File: config.mk
export PLATFORM = sky130hd
export DESIGN_NAME = receive_money_state_machine
export DESIGN_NICKNAME = d
export VERILOG_FILES = /design/src/rtl/receive_money_state_machine.sv
export SDC_FILE = /design/constraint.sdc
export NUM_CORES = 1
export LEC_CHECK = 0
export CAP_MARGIN = 20
export CORE_UTILIZATION = 55
export CTS_BUF_LIST = sky130_fd_sc_hd__clkbuf_8
export CTS_CLUSTER_SIZE = 8
export DETAILED_ROUTE_END_ITERATION = 16
export GPL_ROUTABILITY_DRIVEN = 0
export GPL_TIMING_DRIVEN = 1
export PLACE_DENSITY = 0.87
export SYNTH_ARGS = -nofsm -noshare
export SYNTH_HDL_FRONTEND = slang
export SYNTH_SLANG_ARGS = --single-unit
File: constraint.sdc
create_clock -name clock -period 4.9 [get_ports clock]
set_input_delay 0.49 -clock clock [delete_from_list [all_inputs] [get_ports clock]]
set_output_delay 0.49 -clock clock [all_outputs]
set_load 0.1 [all_outputs]
File: src/rtl/receive_money_state_machine.sv
// Coin/note sale controller: latches an even price, collects 2- and 10-euro
// insertions up to 30, then issues change or a refund and waits for the dispenser.
module receive_money_state_machine (
  input  logic       clock,
  input  logic       reset,
  input  logic       start,
  input  logic [4:0] priceToPay,
  input  logic       coin2Enters,
  input  logic       note10Enters,
  input  logic       cancel,
  input  logic       noMoneyLeft,
  output logic [4:0] moneyToGive,
  output logic [4:0] amountInserted,
  output logic       paid,
  output logic       refunded,
  output logic       rejectMoney,
  output logic       busy,
  output logic [2:0] state
);

  typedef enum logic [2:0] {
    IDLE          = 3'd0,
    COLLECT       = 3'd1,
    CHANGE        = 3'd2,
    REFUND        = 3'd3,
    WAIT_DISPENSE = 3'd4
  } state_t;

  state_t     st;
  logic [4:0] price;

  logic       note_ok;
  logic       coin_ok;
  logic       refuse;
  logic [4:0] after_note;
  logic [4:0] total;
  logic [4:0] change_amt;

  assign state = st;

  // Note is judged first, then the coin against the updated total; cap is 30.
  always_comb begin
    note_ok    = note10Enters && (amountInserted <= 5'd20);
    after_note = note_ok ? amountInserted + 5'd10 : amountInserted;
    coin_ok    = coin2Enters && (after_note <= 5'd28);
    total      = coin_ok ? after_note + 5'd2 : after_note;
    refuse     = (note10Enters && !note_ok) || (coin2Enters && !coin_ok);
    change_amt = (total >= price) ? total - price : 5'd0;
  end

  always_ff @(posedge clock or posedge reset) begin
    if (reset) begin
      st             <= IDLE;
      price          <= 5'd0;
      moneyToGive    <= 5'd0;
      amountInserted <= 5'd0;
      paid           <= 1'b0;
      refunded       <= 1'b0;
      rejectMoney    <= 1'b0;
      busy           <= 1'b0;
    end else begin
      paid        <= 1'b0;
      refunded    <= 1'b0;
      rejectMoney <= 1'b0;
      moneyToGive <= 5'd0;
      case (st)
        IDLE: begin
          rejectMoney <= coin2Enters | note10Enters;
          if (start) begin
            price          <= priceToPay & 5'b11110;
            amountInserted <= 5'd0;
            st             <= COLLECT;
            busy           <= 1'b1;
          end
        end
        COLLECT: begin
          amountInserted <= total;
          rejectMoney    <= refuse;
          if (cancel) begin
            moneyToGive <= total;
            refunded    <= 1'b1;
            st          <= REFUND;
          end else if (total >= price) begin
            moneyToGive <= change_amt;
            paid        <= 1'b1;
            st          <= CHANGE;
          end
        end
        // moneyToGive still holds the payout issued on entry to these states.
        CHANGE, REFUND: begin
          rejectMoney <= coin2Enters | note10Enters;
          if (moneyToGive == 5'd0) begin
            st   <= IDLE;
            busy <= 1'b0;
          end else begin
            st <= WAIT_DISPENSE;
          end
        end
        WAIT_DISPENSE: begin
          rejectMoney <= coin2Enters | note10Enters;
          if (noMoneyLeft) begin
            amountInserted <= 5'd0;
            st             <= IDLE;
            busy           <= 1'b0;
          end
        end
        default: begin
          st   <= IDLE;
          busy <= 1'b0;
        end
      endcase
    end
  end

endmodule

Word level (Yosys, flattened, before mapping)

Cells that the tools add are included.

Output and inout bits: 17
Register bits after elaboration: 21
Input bits: 12

Add/sub/neg operators: 3
Order comparisons: 3
Eq/ne operators: 8
Reduce and logical (&&, ||, !) cells: 16
Multiplexer cells: 24
Bitwise operators: 2

Operators with widths:

| kind                | number |
|---|---|
| $mux 5              | 7 |
| $mux 3              | 5 |
| $pmux 5 s3          | 1 |
| $pmux 3 s4          | 1 |
| $le 5x5->1 const B  | 2 |
| $mux 1              | 8 |
| $eq 3x2->1 const B  | 2 |
| $ne 2x2->1 const B  | 3 |
| $reduce_and 3->1    | 2 |
| $add 5x2->5 const B | 1 |
| $add 5x4->5 const B | 1 |
| $ge 5x5->1          | 1 |
| $logic_not 5->1     | 1 |
| $sub 5x5->5         | 1 |
| $logic_and 1x1->1   | 4 |
| $pmux 1 s4          | 1 |
| $reduce_and 4->1    | 1 |
| $reduce_or 4->1     | 1 |
| $eq 3x1->1 const B  | 1 |
| $eq 3x3->1 const B  | 1 |
| $logic_not 3->1     | 1 |
| $ne 3x3->1 const B  | 1 |
| $reduce_bool 3->1   | 1 |
| $logic_not 1->1     | 2 |
| other kinds (6)     | 6 |

Longest topological paths before layout

Gate-level depths: netlist of run 1.

Word-level depth: 10
Mapped depth: 14

Worst setup path before layout of run 1

No wires, ideal clock.

Path kind: register -> register
Start: reg amountInserted[2]
End: reg moneyToGive[1]
Path slack: 929 ps
Period minus slack after synthesis: 3,971 ps
Setup time: 131 ps
Arrival: 3,840 ps
Stages on the path, launching flop included: 15
Data required time: 4,769 ps
Path through: dfrtp_1 -> ha_1 -> o32ai_4 -> inv_1 -> ha_1 -> o41ai_2 -> xnor2_1 -> ha_1 -> inv_1 -> fa_1 -> a21oi_1 -> o21ai_0 -> nor2b_1 -> nand2_1 -> o22ai_1

Word-level cells in the longest chain between the ends: 10

Ends and longest elaborated chain:

| what                                      | line   | text |
|---|---|---|
| from (decl)                               | 13     | `output logic [4:0] amountInserted,` |
| from (signal assigned)                    | 77     | `amountInserted <= total;` |
| $le 5x5->1                                | 43     | `note_ok = note10Enters && (amountInserted <= 5'd20);` |
| $logic_and 1x1->1                         | 43     |  |
| $mux 5 *                                  | 44     | `after_note = note_ok ? amountInserted + 5'd10 : amountInserted;` |
| $le 5x5->1                                | 45     | `coin_ok = coin2Enters && (after_note <= 5'd28);` |
| $logic_and 1x1->1                         | 45     |  |
| $mux 5 *                                  | 46     | `total = coin_ok ? after_note + 5'd2 : after_note;` |
| $sub 5x5->5 or $ge 5x5->1 (tied branches) | 48, 83 |  |
| $mux 5                                    | 83     | `end else if (total >= price) begin` |
| $mux 5 *                                  | 79     | `if (cancel) begin` |
| $mux 5 *                                  | 66     | `case (st)` |
| to (signal assigned)                      | 80     | `moneyToGive <= total;` |
| to (signal assigned)                      | 84     | `moneyToGive <= change_amt;` |
| to (decl)                                 | 12     | `output logic [4:0] moneyToGive,` |

Every way passes the cells marked *; elsewhere a longest branch is shown, timed or not.
A chain may end at the register's enable or synchronous reset.

Worst setup path in the final report of run 1

Start: in note10Enters
End: reg moneyToGive[1]

Word-level cells in the longest chain between the ends: 9

Ends and longest elaborated chain:

| what                                      | line   | text |
|---|---|---|
| from (decl)                               | 9      | `input logic note10Enters,` |
| $logic_and 1x1->1 *                       | 43     |  |
| $mux 5 *                                  | 44     |  |
| $le 5x5->1                                | 45     |  |
| $logic_and 1x1->1                         | 45     |  |
| $mux 5 *                                  | 46     |  |
| $sub 5x5->5 or $ge 5x5->1 (tied branches) | 48, 83 |  |
| $mux 5                                    | 83     |  |
| $mux 5 *                                  | 79     |  |
| $mux 5 *                                  | 66     |  |

Marks and branches as above.

==> results.py, run 1 <==
metrics = {
    "run_status": {
        "run_status": "finished, final reports clean",
    },
    "setup_path": {
        "end_kind": "flop",
        "reg2reg_depth": 14,
        "cp.depth": 15,
        "crit_start": "note10Enters",
        "crit_buf_inv": 3,
        "reg2reg_setup_slack_ps": 1230,
        "path_cells": "clkdlybuf4s50_1, and2b_2, o32ai_4, inv_1, ha_1, o41ai_2, xnor2_1, ha_1, inv_1, fa_1, a21oi_1, o21ai_0, nor2b_1, nand2_1, o22ai_1",
        "r2r-start": "amountInserted[1]",
        "slowest_stage": "clkdlybuf4s50_1",
        "critPathArrivalTime_ps": 3950,
        "r2r-end": "moneyToGive[1]",
        "cpPeakStageDelay_ps": 580,
        "cp.required_ps": 5030,
        "crit_type": "primary input to flop",
        "setup.worst_path.end": "moneyToGive[1]",
        "start_kind": "primary input",
        "critPathMaxFanout": 7,
        "crit_family": "compound AO/OA/AOI/OAI gates",
    },
    "layout": {
        "layout_commonest_cell": "clkdlybuf4s50_1",
        "num-fill-cells": 130,
        "final_cell_mix": "clkdlybuf4s50_1 (26), dfrtp_1 (20), nand2_1 (13)",
        "seqCellArea_um2": 500.5,
        "synthToLayoutAreaGrowth_pct": 27.61,
        "nNetsFinal": 172,
        "diodes": 0,
        "stdcell_area_um2": 1562,
        "drive_gt1_frac": 0.09272,
        "multi_input_area_um2": 674.4,
    },
    "logic_synthesis": {
        "yosys_warnings": 0,
        "avgSynthCellArea_um2": 9.949,
        "syn_inst": 123,
        "synth_area_leader_cell": "dfrtp_1",
        "synth_edf_count": 0,
        "synthArstFlopShare": 1.000,
        "syn_area_um2": 1224,
        "seq_area_frac_synth": 0.4090,
        "synth_seq_cells": 20,
        "synth.top_cell.area_share": 0.4090,
        "synthFlopType": "dfrtp_1",
        "ys_types": 43,
        "netlist_top_cells_area": "dfrtp_1 (41%), ha_1 (7.2%), o21ai_0 (4.5%), nand2_1 (4.0%), inv_1 (3.1%)",
    },
    "global_routing": {
        "grt_overflow_total": 0,
        "grt_pass1_vias": 943,
        "grt_usage": 0.2262,
        "grt_start_max_net_pins": 21,
        "antenna_found_initial": 0,
        "grt_pass1_wl_um": 4167,
    },
    "timing": {
        "setup_tns_ps": 0,
        "skew_ps": 8.666,
        "fmax_mhz": 261.8,
        "finalHoldViolCount": 0,
        "max_slew_margin": 0.3464,
        "setup_viol": 0,
        "rsz0062_at_grt": "false",
        "period_needed_ps": 3819,
        "worst_pin_slew_ps": 977.3,
        "fin_crit_sh": 0.7794,
        "maxSlewViolCount": 0,
        "setup_slack_ps": 1081,
    },
    "clocking": {
        "clkTransAtPathRegs_ps": 70,
        "cts_buffers": 3,
        "worstSkewPairLatency_ps": 260,
        "ctsResizeCount": 0,
        "cts_max_level": 1,
        "hold_buffers": 0,
        "clockBufferDepth": 2,
        "cts_tree": "yes",
        "cts_root_buf": "clkbuf_8",
        "post_cts_buffers": 0,
        "cts.sink_count": 20,
    },
    "placed_design": {
        "port_buffers": 26,
        "hpwl_um": 1818,
        "dpl-instance-area_um2": 1506,
        "pre_cts_slack_ps": 843.2,
    },
    "route": {
        "ant_nets": 0,
        "wirelength_um": 2478,
        "dr.pass1.iters": 4,
        "wl_per_cell_um": 13.92,
        "drt_iter0_markers": 14,
        "viasPerCell": 5.663,
        "vias": 1008,
        "drc": 0,
    },
    "floorplanning": {
        "die_area_um2": 2418,
        "ios": 29,
        "die_w_um": 49.17,
        "num_rows": 16,
        "die_h_um": 49.17,
        "core-area_um2": 2022,
        "start_util": 0.6052,
    },
    "flow_run": {
        "maxCapViolations": 0,
    },
    "min_path": {
        "hold_class": "flop to flop",
    },
}
## Yosys cell counts (2+ instances only)
| library cell | n |
|---|---|
| nor2b_1 | 3 |
| mux2i_1 | 2 |
| o21ai_0 | 11 |
| nor4b_2 | 2 |
| a22o_1 | 2 |
| o22ai_1 | 2 |
| xnor2_1 | 2 |
| a21o_1 | 2 |
| ha_1 | 7 |
| dfrtp_1 | 20 |
| clkbuf_1 | 2 |
| o2bb2ai_1 | 2 |
| nor2_1 | 8 |
| a21boi_2 | 2 |
| inv_1 | 10 |
| a21oi_1 | 6 |
| nand2_1 | 13 |
| and2_1 | 2 |
## cells by family after synthesis
| logic type | after synthesis | synth area share |
|---|---|---|
| and+or+nand+nor | 39 | 0.1820 |
| AOI/OAI and AO/OA | 36 | 0.2280 |
| DFF | 20 | 0.4090 |
| buffers and inverters | 13 | 0.04295 |
| adders and majority gates | 8 | 0.08793 |
| xor gates and xnor gates | 3 | 0.02148 |
| muxes | 3 | 0.02556 |
| other | 1 | 0.003065 |
## worst min path at each step
stage | startpoint | endpoint | slack [ps] | cells after the start
floorplan | reset | amountInserted[1] | 450 | 1
CTS | busy | busy | 530 | 2
global route | price[1] | price[1] | 560 | 1
detailed placement | busy | busy | 510 | 2
global placement | busy | busy | 500 | 2
finish | busy | busy | 530 | 2
## per-layer routing
| layer | part of all wire | track usage | vias up |
|---|---|---|---|
| met5 | 0 | 0 | - |
| met4 | 0 | 0.07353 | 0 |
| met3 | 0.034 | 0.05919 | 0 |
| met2 | 0.51 | 0.3790 | 24 |
| met1 | 0.45 | 0.2811 | 491 |
| li1 | - | - | 493 |
## worst reg2reg max path, delay by kind of cell, from the launching register on
family,cells,cell delay [ps]
buffers and inverters,2,170
xor gates and xnor gates,1,230
adders and majority gates,4,1220
DFF,1,480
AOI/OAI and AO/OA,5,1120
and+or+nand+nor,2,310
## stage by stage
| step | hold slack (ps) | util | cells |
|---|---|---|---|
| floorplan | 453.8 | - | 124 |
| finish | 530.4 | 0.7723 | 178 |
| detailed placement | 514.6 | 0.7451 | 174 |
| global route | 560.9 | 0.7723 | 178 |
| CTS | 530.4 | 0.7723 | 178 |
| global placement | 496.5 | 0.7451 | 174 |
## state kept, by name (all words and copies together) (netlist names)
signal,count
amountInserted,4
busy,1
moneyToGive,5
paid,1
price,4
refunded,1
rejectMoney,1
state,3
## area by class of cell
type                            count  share of cell area
Clock buffer                        4             0.03526
Inverter                           10             0.02404
Multi-Input combinational cell     91              0.4319
Sequential cell                    20              0.3205
Tap cell                           27             0.02163
Timing Repair Buffer               26              0.1667
Power of run 1 is not shown: default switching activity piles up to over one toggle a cycle in this logic, so the estimate is an artifact.
==> run 2: changes to the inputs <==
--- a/config.mk
+++ b/config.mk
@@ -6,13 +6,13 @@
 export NUM_CORES = 1
 export LEC_CHECK = 0
 export CAP_MARGIN = 20
-export CORE_UTILIZATION = 55
+export CORE_UTILIZATION = 46
 export CTS_BUF_LIST = sky130_fd_sc_hd__clkbuf_8
 export CTS_CLUSTER_SIZE = 8
 export DETAILED_ROUTE_END_ITERATION = 16
 export GPL_ROUTABILITY_DRIVEN = 0
 export GPL_TIMING_DRIVEN = 1
-export PLACE_DENSITY = 0.87
+export PLACE_DENSITY = 0.78
 export SYNTH_ARGS = -nofsm -noshare
 export SYNTH_HDL_FRONTEND = slang
 export SYNTH_SLANG_ARGS = --single-unit
==> constraint.sdc (replaced) <==
create_clock -name clock -period 3.46 [get_ports clock]
set_input_delay 0.346 -clock clock [delete_from_list [all_inputs] [get_ports clock]]
set_output_delay 0.346 -clock clock [all_outputs]
set_load 0.1 [all_outputs]
==> run 2 against run 1 <==
Setup slack worse by 870 ps. Critical path depth down 1. Flip-flop and latch count unchanged. Global-route usage down 1.0 points. Wire length up 12%. Final cell count up 7.9%. Core utilization down 9.9 points. Die area up 19%. Critical endpoint is now moneyToGive[4].
==> results.py, run 2 (synthesis results as in run 1) <==
metrics = {
    "floorplanning": {
        "core-area_um2": 2500,
        "die_area_um2": 2870,
        "ios": 29,
        "die_h_um": 53.58,
        "num_rows": 18,
        "die_w_um": 53.58,
        "start_util": 0.4895,
    },
    "run_status": {
        "run_status": "finished, final reports clean",
    },
    "layout": {
        "final-instance-count-excl-fill": 192,
        "synthToLayoutAreaGrowth_pct": 37.53,
        "stdcell_area_um2": 1683,
        "drive_gt1_frac": 0.1914,
        "layout_commonest_cell": "clkdlybuf4s50_1",
        "diodes": 0,
        "top_regs": "moneyToGive: 5 flops, amountInserted: 4 flops, price: 4 flops",
        "final_cell_mix": "clkdlybuf4s50_1 (26), dfrtp_1 (16), nand2_1 (13)",
        "top_register": "moneyToGive",
        "largest_reg_flops": 5,
        "nNetsFinal": 183,
    },
    "route": {
        "drt_iter0_markers": 10,
        "vias": 1040,
        "wirelength_um": 2775,
        "wl_per_cell_um": 14.45,
        "viasPerCell": 5.417,
        "drc": 0,
        "ant_nets": 0,
        "dr.pass1.iters": 4,
    },
    "timing": {
        "fmax_mhz": 308.2,
        "finalHoldViolCount": 0,
        "rsz0062_at_grt": "false",
        "worst_pin_slew_ps": 995.8,
        "setup_viol": 0,
        "max_slew_margin": 0.3340,
        "fin_crit_sh": 0.9379,
        "skew_ps": 5.133,
        "maxSlewViolCount": 0,
        "period_needed_ps": 3245,
    },
    "setup_path": {
        "r2r-start": "amountInserted[1]",
        "r2r-end": "moneyToGive[4]",
        "crit_type": "flop to flop",
        "reg2reg_setup_slack_ps": 210,
        "critPathArrivalTime_ps": 3380,
        "start_kind": "flop",
        "cp.required_ps": 3600,
        "reg2reg_depth": 14,
        "end_kind": "flop",
        "critPathMaxFanout": 8,
    },
    "global_routing": {
        "grt_start_max_net_pins": 21,
        "antenna_found_initial": 0,
        "grt_usage": 0.2158,
        "grt_pass1_wl_um": 4367,
        "grt_overflow_total": 0,
        "grt_pass1_vias": 1011,
    },
    "clocking": {
        "clockBufferDepth": 2,
        "worstSkewPairLatency_ps": 260,
        "cts_root_buf": "clkbuf_8",
        "cts.sink_count": 20,
        "clkTransAtPathRegs_ps": 80,
        "cts_tree": "yes",
        "cts_buffers": 3,
        "hold_buffers": 0,
        "cts_max_level": 1,
    },
    "min_path": {
        "hold_class": "primary input to async pin",
    },
    "placed_design": {
        "dpl-instance-area_um2": 1603,
        "port_buffers": 26,
        "dp.cells": 188,
        "hpwl_um": 1959,
    },
    "flow_run": {
        "maxCapViolations": 0,
    },
}
[run 2: cell types whose count changed in the layout (fill, tap and decap cells not counted)]
cell       change
nor2b_2        +1
bufinv_16      +1
buf_4         +11
nor4_2         +1
clkbuf_8       -1
o21ai_0        -1
nor4_1         -1
nor2b_1        -1
dfrtp_1        -4
dfrtp_4        +2
dfrtp_2        +2
o21ai_1        +1
[run 2: how the worst max path moves through the flow]
stage,from,slack [ps],to,cells past startpoint
finish,amountInserted[1],210,moneyToGive[4],14
floorplan,amountInserted[1],9,moneyToGive[1],14
detailed placement,note10Enters,-140,moneyToGive[1],15
global placement,note10Enters,-90,moneyToGive[3],15
global route,amountInserted[2],10,moneyToGive[3],14
CTS,amountInserted[1],40,moneyToGive[3],14
[run 2: area by class of cell]
| cell class | instances | area, um^2 |
|---|---|---|
| Tap cell | 30 | 37.54 |
| Fill cell | 202 | 817.0 |
| Sequential cell | 20 | 510.5 |
| Clock buffer | 3 | 41.29 |
| Clock inverter | 1 | 30.03 |
| Multi-Input combinational cell | 91 | 683.2 |
| Timing Repair Buffer | 37 | 342.8 |
| Inverter | 10 | 37.54 |
[run 2: timing repair]
item	4_1_cts	5_1_grt
resized for setup	0	3
buffers inserted	0	0
setup endpoints to repair	0	6
[run 2: metal layers]
layer / vias to the layer above / global-route usage / share of wire
li1: 510 / - / -
met1: 501 / 0.2473 / 0.42
met2: 25 / 0.4021 / 0.53
met3: 4 / 0.04520 / 0.031
met4: 0 / 0.05702 / 0.015
met5: - / 0 / 0
[run 2: worst max-delay path, stage by stage (launching register included)]
cell and delay (ps):
dfrtp_4 520, ha_1 340, o32ai_4 230, inv_1 90, ha_1 210, o41ai_2 260, xnor2_1 190, ha_1 180
inv_1 60, fa_1 380, a21oi_1 130, o21ai_1 110, nor2b_2 190, nand2_1 140, o2bb2ai_1 100
[run 2: stage by stage]
step	TNS, ps	hold slack (ps)	setup slack [ps]	util
6_report	0	503.2	215.0	0.6732
5_1_grt	0	553.2	13.37	0.6732
4_1_cts	0	521.9	38.04	0.6697
3_5_place_dp	-638.3	503.5	-144.2	0.6411
3_3_place_gp	-310.7	498.8	-85.58	0.6411
2_1_floorplan	0	309.7	8.714	-
Power of run 2 is left out for the same reason.
